==> src/rtl/usb_out_ep_arbiter.sv <==
// usb_out_ep_arbiter: round-robin arbiter sharing the USB core OUT-endpoint interface
// among NUM_EP clients, with optional idle-timeout preemption of the current grantee.
module usb_out_ep_arbiter #(
    parameter int NUM_EP     = 4,
    parameter int HOLD_LIMIT = 0,
    parameter int IDX_BITS   = $clog2(NUM_EP)
) (
    input  logic                clk,
    input  logic                reset,
    input  logic [NUM_EP-1:0]   ep_req,
    input  logic [NUM_EP-1:0]   ep_data_get,
    input  logic [NUM_EP-1:0]   ep_stall,
    output logic [NUM_EP-1:0]   ep_grant,
    output logic                grant_valid,
    output logic [IDX_BITS-1:0] grant_idx,
    output logic                core_data_get,
    output logic                core_stall
);
    localparam int CNT_W = HOLD_LIMIT > 0 ? $clog2(HOLD_LIMIT + 1) : 1;

    typedef enum logic {IDLE, GRANTED} state_t;

    state_t              state;
    logic [IDX_BITS-1:0] rr_ptr;
    logic [IDX_BITS-1:0] win_idx;
    logic [CNT_W-1:0]    idle_cnt;
    logic [NUM_EP-1:0]   cand;
    logic                found;
    logic                held;
    logic                preempt;
    int                  j;

    assign grant_valid   = |ep_grant;
    assign core_data_get = grant_valid & ep_data_get[grant_idx];
    assign core_stall    = grant_valid & ep_stall[grant_idx];
    assign held          = state == GRANTED && ep_req[grant_idx];

    // The current grantee is masked out so a preemption always hands over to someone else.
    always_comb begin
        cand    = ep_req & ~ep_grant;
        found   = 1'b0;
        win_idx = '0;
        j       = 0;
        for (int i = 0; i < NUM_EP; i++) begin
            j = int'(rr_ptr) + i;
            j = j >= NUM_EP ? j - NUM_EP : j;
            if (!found && cand[j[IDX_BITS-1:0]]) begin
                found   = 1'b1;
                win_idx = j[IDX_BITS-1:0];
            end
        end
        preempt = HOLD_LIMIT > 0 && held && !ep_data_get[grant_idx] && found &&
                  int'(idle_cnt) >= HOLD_LIMIT - 1;
    end

    always_ff @(posedge clk or negedge reset) begin
        if (!reset) begin
            state     <= IDLE;
            ep_grant  <= '0;
            grant_idx <= '0;
            rr_ptr    <= '0;
            idle_cnt  <= '0;
        end else if (!held || preempt) begin
            idle_cnt <= '0;
            if (found) begin
                state     <= GRANTED;
                ep_grant  <= NUM_EP'(1) << win_idx;
                grant_idx <= win_idx;
                rr_ptr    <= win_idx == IDX_BITS'(NUM_EP - 1) ? '0 : win_idx + 1'b1;
            end else begin
                state     <= IDLE;
                ep_grant  <= '0;
                grant_idx <= '0;
            end
        end else begin
            idle_cnt <= ep_data_get[grant_idx] ? '0 :
                        int'(idle_cnt) < HOLD_LIMIT ? idle_cnt + 1'b1 : idle_cnt;
        end
    end
endmodule

==> config.mk <==
export PLATFORM = sky130hd
export DESIGN_NAME = usb_out_ep_arbiter
export DESIGN_NICKNAME = d
export VERILOG_FILES = /design/src/rtl/usb_out_ep_arbiter.sv
export SDC_FILE = /design/constraint.sdc
export NUM_CORES = 1
export LEC_CHECK = 0
export ABC_AREA = 1
export BUFFER_PORTS_ARGS = -buffer_cell sky130_fd_sc_hd__buf_2
export CORE_ASPECT_RATIO = 1.4
export CORE_MARGIN = 1
export CORE_UTILIZATION = 36
export CTS_BUF_LIST = sky130_fd_sc_hd__clkbuf_8
export CTS_CLUSTER_SIZE = 12
export DETAILED_ROUTE_END_ITERATION = 8
export REMOVE_ABC_BUFFERS = 1
export SLEW_MARGIN = 25
export SYNTH_ARGS = -nofsm -noshare
export SYNTH_HDL_FRONTEND = slang
export SYNTH_SLANG_ARGS = --single-unit
==> constraint.sdc <==
create_clock -name clk -period 3.6 [get_ports clk]
set_clock_uncertainty 0.05 [all_clocks]
set_input_delay 0.18 -clock clk [delete_from_list [all_inputs] [get_ports clk]]
set_output_delay 0.18 -clock clk [all_outputs]
set_load 0.02 [all_outputs]
==> results.txt, run 1 <==
initial DRC count - 12
# setup viols final - 0
Port Buffers - 22
CP Data Arrival Time - 2.09 ns
worst slack, placed - 1.58 ns
Final WS setup - 1.58 ns
1st-pass router iterations - 4
crit share post-route - 56.1%
clk slew on worst S/H paths - 0.05 ns
clk buf depth - 2
Antenna Diode Count - 0
RSZ-0062 raised after global routing - false
nets@finish - 161
Tmin final - 2.02 ns
crit start category - flop
CP Max Fanout - 8
CTS buffer count - 3
Mapped Cells - 116
Die Y - 58.9 um
Worst-Margin Slew - 0.561 ns
share of cells above drive strength 1 - 36.6%
CTS Hold Bufs - 1
DP Wirelength - 1.67 mm
CTS tree - built
max_slew headroom - 62.2%
WS Path Type - reg -> reg
Routed Antenna Nets - 0
Area growth syn-to-layout - 21.9%
flop-to-flop setup slack - 1.58 ns
initial core utilization - 38.3%
area of the die - 0.00251 mm^2
Yosys cell types - 21
Placed Area - 960 um^2
via-per-instance ratio - 5.12
Top Ports - 23
final instance area - 0.00102 mm^2
Final Hold Violating Endpoints - 0
Critical R2R Capture - rr_ptr[1]
post-synthesis sequential area ratio - 27.0%
Setup crit end kind - flop
Hold/Removal Path Class - in -> async
Post-CTS Resized - 0
synthesized area - 833 um^2
number of global-route vias before repair - 863
DR vias - 840
final WL - 2.03 mm
clk sinks - 9
final slew viol count - 0
status - finished clean
Die X-Extent - 42.7 um
DR WL/cell - 12.4 um
worst reg2reg startpoint - rr_ptr[0]
GP Congestion - 0.889
global route overflow - 0
most frequent cells in the layout - nand2_1, buf_2, nand3_1
GRT Util Overall - 18.7%
Setup TNS - 0 ns
Worst Hold Slack - 0.281 ns
most common cell after layout, fill and taps aside - nand2_1
Avg Cell Area, Syn - 7.18 um^2
Register-to-Register Path Depth - 12
DRC Markers - 0
Root Buffer Master - clkbuf_8
core area - 0.00218 mm^2
Max Clk Rate - 496 MHz
Yosys warnings - 0
first-pass GRT wire length - 3.62 mm
Std-Cell Rows - 20
postcts setup bufs - 0
initial antenna violation count - 0
largest net degree at the start of global routing - 10
Skew-Pair Late Insertion Delay - 0.23 ns
number of max-cap violations - 0
Req. time, crit path - 3.67 ns
# fillers - 223
Seq cells post-synth - 9
H-tree Lvls - 1
[cell usage after synthesis, drive strengths merged]
cell,number,area share (%)
ha,4,6.0
a21oi,2,1.2
o22ai,2,1.5
nor4,1,0.75
nor2,11,5.9
clkinv,1,2.0
buf,1,1.4
o21ai,12,8.1
nand4,1,0.75
nand3,19,14
nand2,41,25
dfrtp,9,27
inv,12,6.0
[critical path: stages, from the launching register on]
cell and delay (ns):
dfrtp_1 0.56, clkinv_8 0.12, nand2_1 0.09, nand2_2 0.09
nand3_2 0.09, nand2_4 0.07, nand2_1 0.09, nand3_1 0.11
nand3_2 0.15, inv_1 0.07, ha_1 0.30, nand2_2 0.07
o21ai_2 0.04
[how the worst max path moves through the flow]
stage	startpoint	to	slack [ns]	cells after the start
global placement	rr_ptr[0]	rr_ptr[1]	1.62	12
detailed placement	rr_ptr[0]	rr_ptr[1]	1.58	12
CTS	rr_ptr[0]	rr_ptr[1]	1.57	12
finish	rr_ptr[0]	rr_ptr[1]	1.58	12
floorplan	rr_ptr[0]	rr_ptr[1]	1.75	12
global route	rr_ptr[0]	rr_ptr[1]	1.36	12
[state kept, by name (all words and copies together) (netlist names)]
register / count
rr_ptr: 2
grant_idx: 2
state: 1
ep_grant: 4
[cell type report]
type,instances,area (um^2),share of cell area [%]
multi-input cells,93,531,52.2
flip-flops and latches,9,225,22.2
repair buffers,23,120,11.8
inverters,13,66.3,6.53
clock buffers,3,41.3,4.06
well taps,22,27.5,2.71
clock inverters,1,5.00,0.493
[cells by family after synthesis]
logic type                 after synthesis  share of synthesized area, %
AOI/OAI and AO/OA                       16                          10.8
adders and majority gates                4                          6.01
buffers and inverters                   14                          9.31
DFF                                      9                          27.0
and+or+nand+nor                         73                          46.8
[through the flow]
| stage | cells | utilization (%) |
|---|---|---|
| after floorplan | 115 | - |
| after global placement | 159 | 44.1 |
| after detailed placement | 159 | 44.1 |
| after CTS | 164 | 46.7 |
| after global routing | 164 | 46.7 |
| final | 164 | 46.7 |
[layer usage]
| layer | up-vias | wire length, um | track usage [%] | part of all wire, % |
|---|---|---|---|---|
| li1 | 433 | - | - | - |
| met1 | 373 | 845 | 20.1 | 42 |
| met2 | 30 | 1060 | 36.4 | 52 |
| met3 | 4 | 97 | 3.07 | 4.8 |
| met4 | 0 | 23 | 5.80 | 1.1 |
| met5 | - | 0 | 0 | 0 |
Power of run 1 is left out: the tool's default activity adds up to more than one toggle a clock period on the data nets, which glitch-free logic cannot reach.
==> run 2: changes to the inputs <==
Clock period 3.6 ns to 1.9 ns, I/O delays scaled along.
==> run 2 against run 1 <==
Net effect:
- first-iteration DRC count increased by 17%
- count of clock-buffer cells in the layout did not move
- critical path depth rose by 2
- setup slack got worse by 1.5 ns
- die area is the same
- final cell count grew 7.3%
- register-to-register slack worse by 1.5 ns
- final area up 18%
- global-route usage fell by 0.71 points
- critical path type unchanged
- critical endpoint unchanged
- largest cell class unchanged
==> results.txt, run 2 (synthesis results as in run 1) <==
status - finished clean
Final WS setup - 0.0741 ns
Worst-Margin Slew - 0.524 ns
largest registers - ep_grant (4), grant_idx (2), rr_ptr (2)
max FFs per register - 4
Max Clk Rate - 548 MHz
Antenna Diode Count - 0
Sequential Area - 225 um^2
global route overflow - 0
number of global-route vias before repair - 835
1st-pass router iterations - 4
Area growth syn-to-layout - 44.1%
DR vias - 885
number of max-cap violations - 0
clk buf depth - 2
GP Congestion - 0.821
worst slack, placed - -0.00337 ns
final WL - 2.14 mm
Top Ports - 23
share of cells above drive strength 1 - 52.6%
nets@finish - 173
Routed Antenna Nets - 0
most frequent cells in the layout - buf_2, nand2_1, nand2_2
Skew-Pair Late Insertion Delay - 0.23 ns
CTS buffer count - 3
WS Path Type - reg -> reg
initial DRC count - 14
H-tree Lvls - 1
core area - 0.00218 mm^2
crit share post-route - 96.1%
largest net degree at the start of global routing - 10
Setup crit end kind - flop
CP Data Arrival Time - 1.90 ns
# fillers - 211
GRT Util Overall - 18.0%
Biggest register - ep_grant
via-per-instance ratio - 5.03
clk slew on worst S/H paths - 0.05 ns
post-layout util - 55.2%
CP Max Fanout - 5
Req. time, crit path - 1.97 ns
Register-to-Register Path Depth - 14
initial antenna violation count - 0
Final Hold Violating Endpoints - 0
final slew viol count - 0
# setup viols final - 0
area of the die - 0.00251 mm^2
DRC Markers - 0
initial core utilization - 38.3%
Die Y - 58.9 um
Hold/Removal Path Class - in -> async
crit start category - flop
most common cell after layout, fill and taps aside - buf_2
first-pass GRT wire length - 3.40 mm
Port Buffers - 22
DR WL/cell - 12.2 um
Multi-input gate area - 614 um^2
Tmin final - 1.83 ns
max_slew headroom - 64.8%
CTS tree - built
clk sinks - 9
Root Buffer Master - clkbuf_8
DP Wirelength - 1.66 mm
Std-Cell Rows - 20
Die X-Extent - 42.7 um
-- run 2: changes by cell type in the layout (fill, tap and decap cells not counted), moves of 3 or more --
cell / previous run / this run
buf_4: 0 / 11
ha_1: 4 / 1
inv_2: 2 / 5
nand2_1: 27 / 20
nand2_2: 10 / 15
nand3_1: 14 / 10
-- run 2: cell type report --
| cell class | count | share of cell area, % |
|---|---|---|
| tap | 22 | 2.29 |
| multi-input combinational | 93 | 51.1 |
| clock buffer | 3 | 3.44 |
| inverter | 13 | 5.52 |
| clock inverter | 1 | 0.313 |
| sequential | 9 | 18.8 |
| timing repair buffer | 35 | 18.5 |
-- run 2: final timing paths --
path                       slack (ns)      endpoint       from
max                              0.07     rr_ptr[1]  rr_ptr[1]
min                              0.19   ep_grant[1]      reset
max reg2reg                      0.07     rr_ptr[1]  rr_ptr[1]
min reg2reg                      0.48  grant_idx[1]      state
max in group asynchronous        1.43     rr_ptr[1]      reset
min in group clk                 0.31  grant_idx[1]  ep_req[0]
-- run 2: metrics by stage --
| stage | setup TNS (ns) | std cells | cell area, um^2 | hold slack (ns) |
|---|---|---|---|---|
| 2_1_floorplan | 0 | 115 | 822 | -0.251 |
| 3_3_place_gp | 0 | 165 | 1020 | -0.0928 |
| 3_5_place_dp | -0.00337 | 165 | 1020 | -0.0894 |
| 4_1_cts | 0 | 172 | 1090 | 0.202 |
| 5_1_grt | -0.0541 | 176 | 1200 | 0.224 |
| 6_report | 0 | 176 | 1200 | 0.192 |
-- run 2: worst max-delay path, cell delays in order (launching register included) --
cell and delay [ns]:
dfrtp_1 0.46, inv_2 0.09, nand2_1 0.09, nand2_2 0.07, buf_4 0.13, buf_4 0.13, nand2_1 0.05, nand2_1 0.04
inv_1 0.08, nand2_4 0.07, nand3_4 0.08, inv_2 0.06, ha_4 0.21, nand2_2 0.06, o21ai_2 0.04
-- run 2: timing repair --
item,4_1_cts,5_1_grt
resized for setup,0,22
setup endpoints to repair,2,5
pin swaps,2,11
buffers inserted,2,4
hold buffers,1,0
endpoints found under the hold margin,9,0
-- run 2: metal layers --
metal  up-vias  part of all wire (%)  GRT usage (%)
met5         -                     0              0
met4         0                  0.93           4.46
met3         5                   4.3           4.60
met2        25                    56           35.7
met1       400                    39           18.2
li1        455                     -              -
Power of run 2 is left out for the same reason.
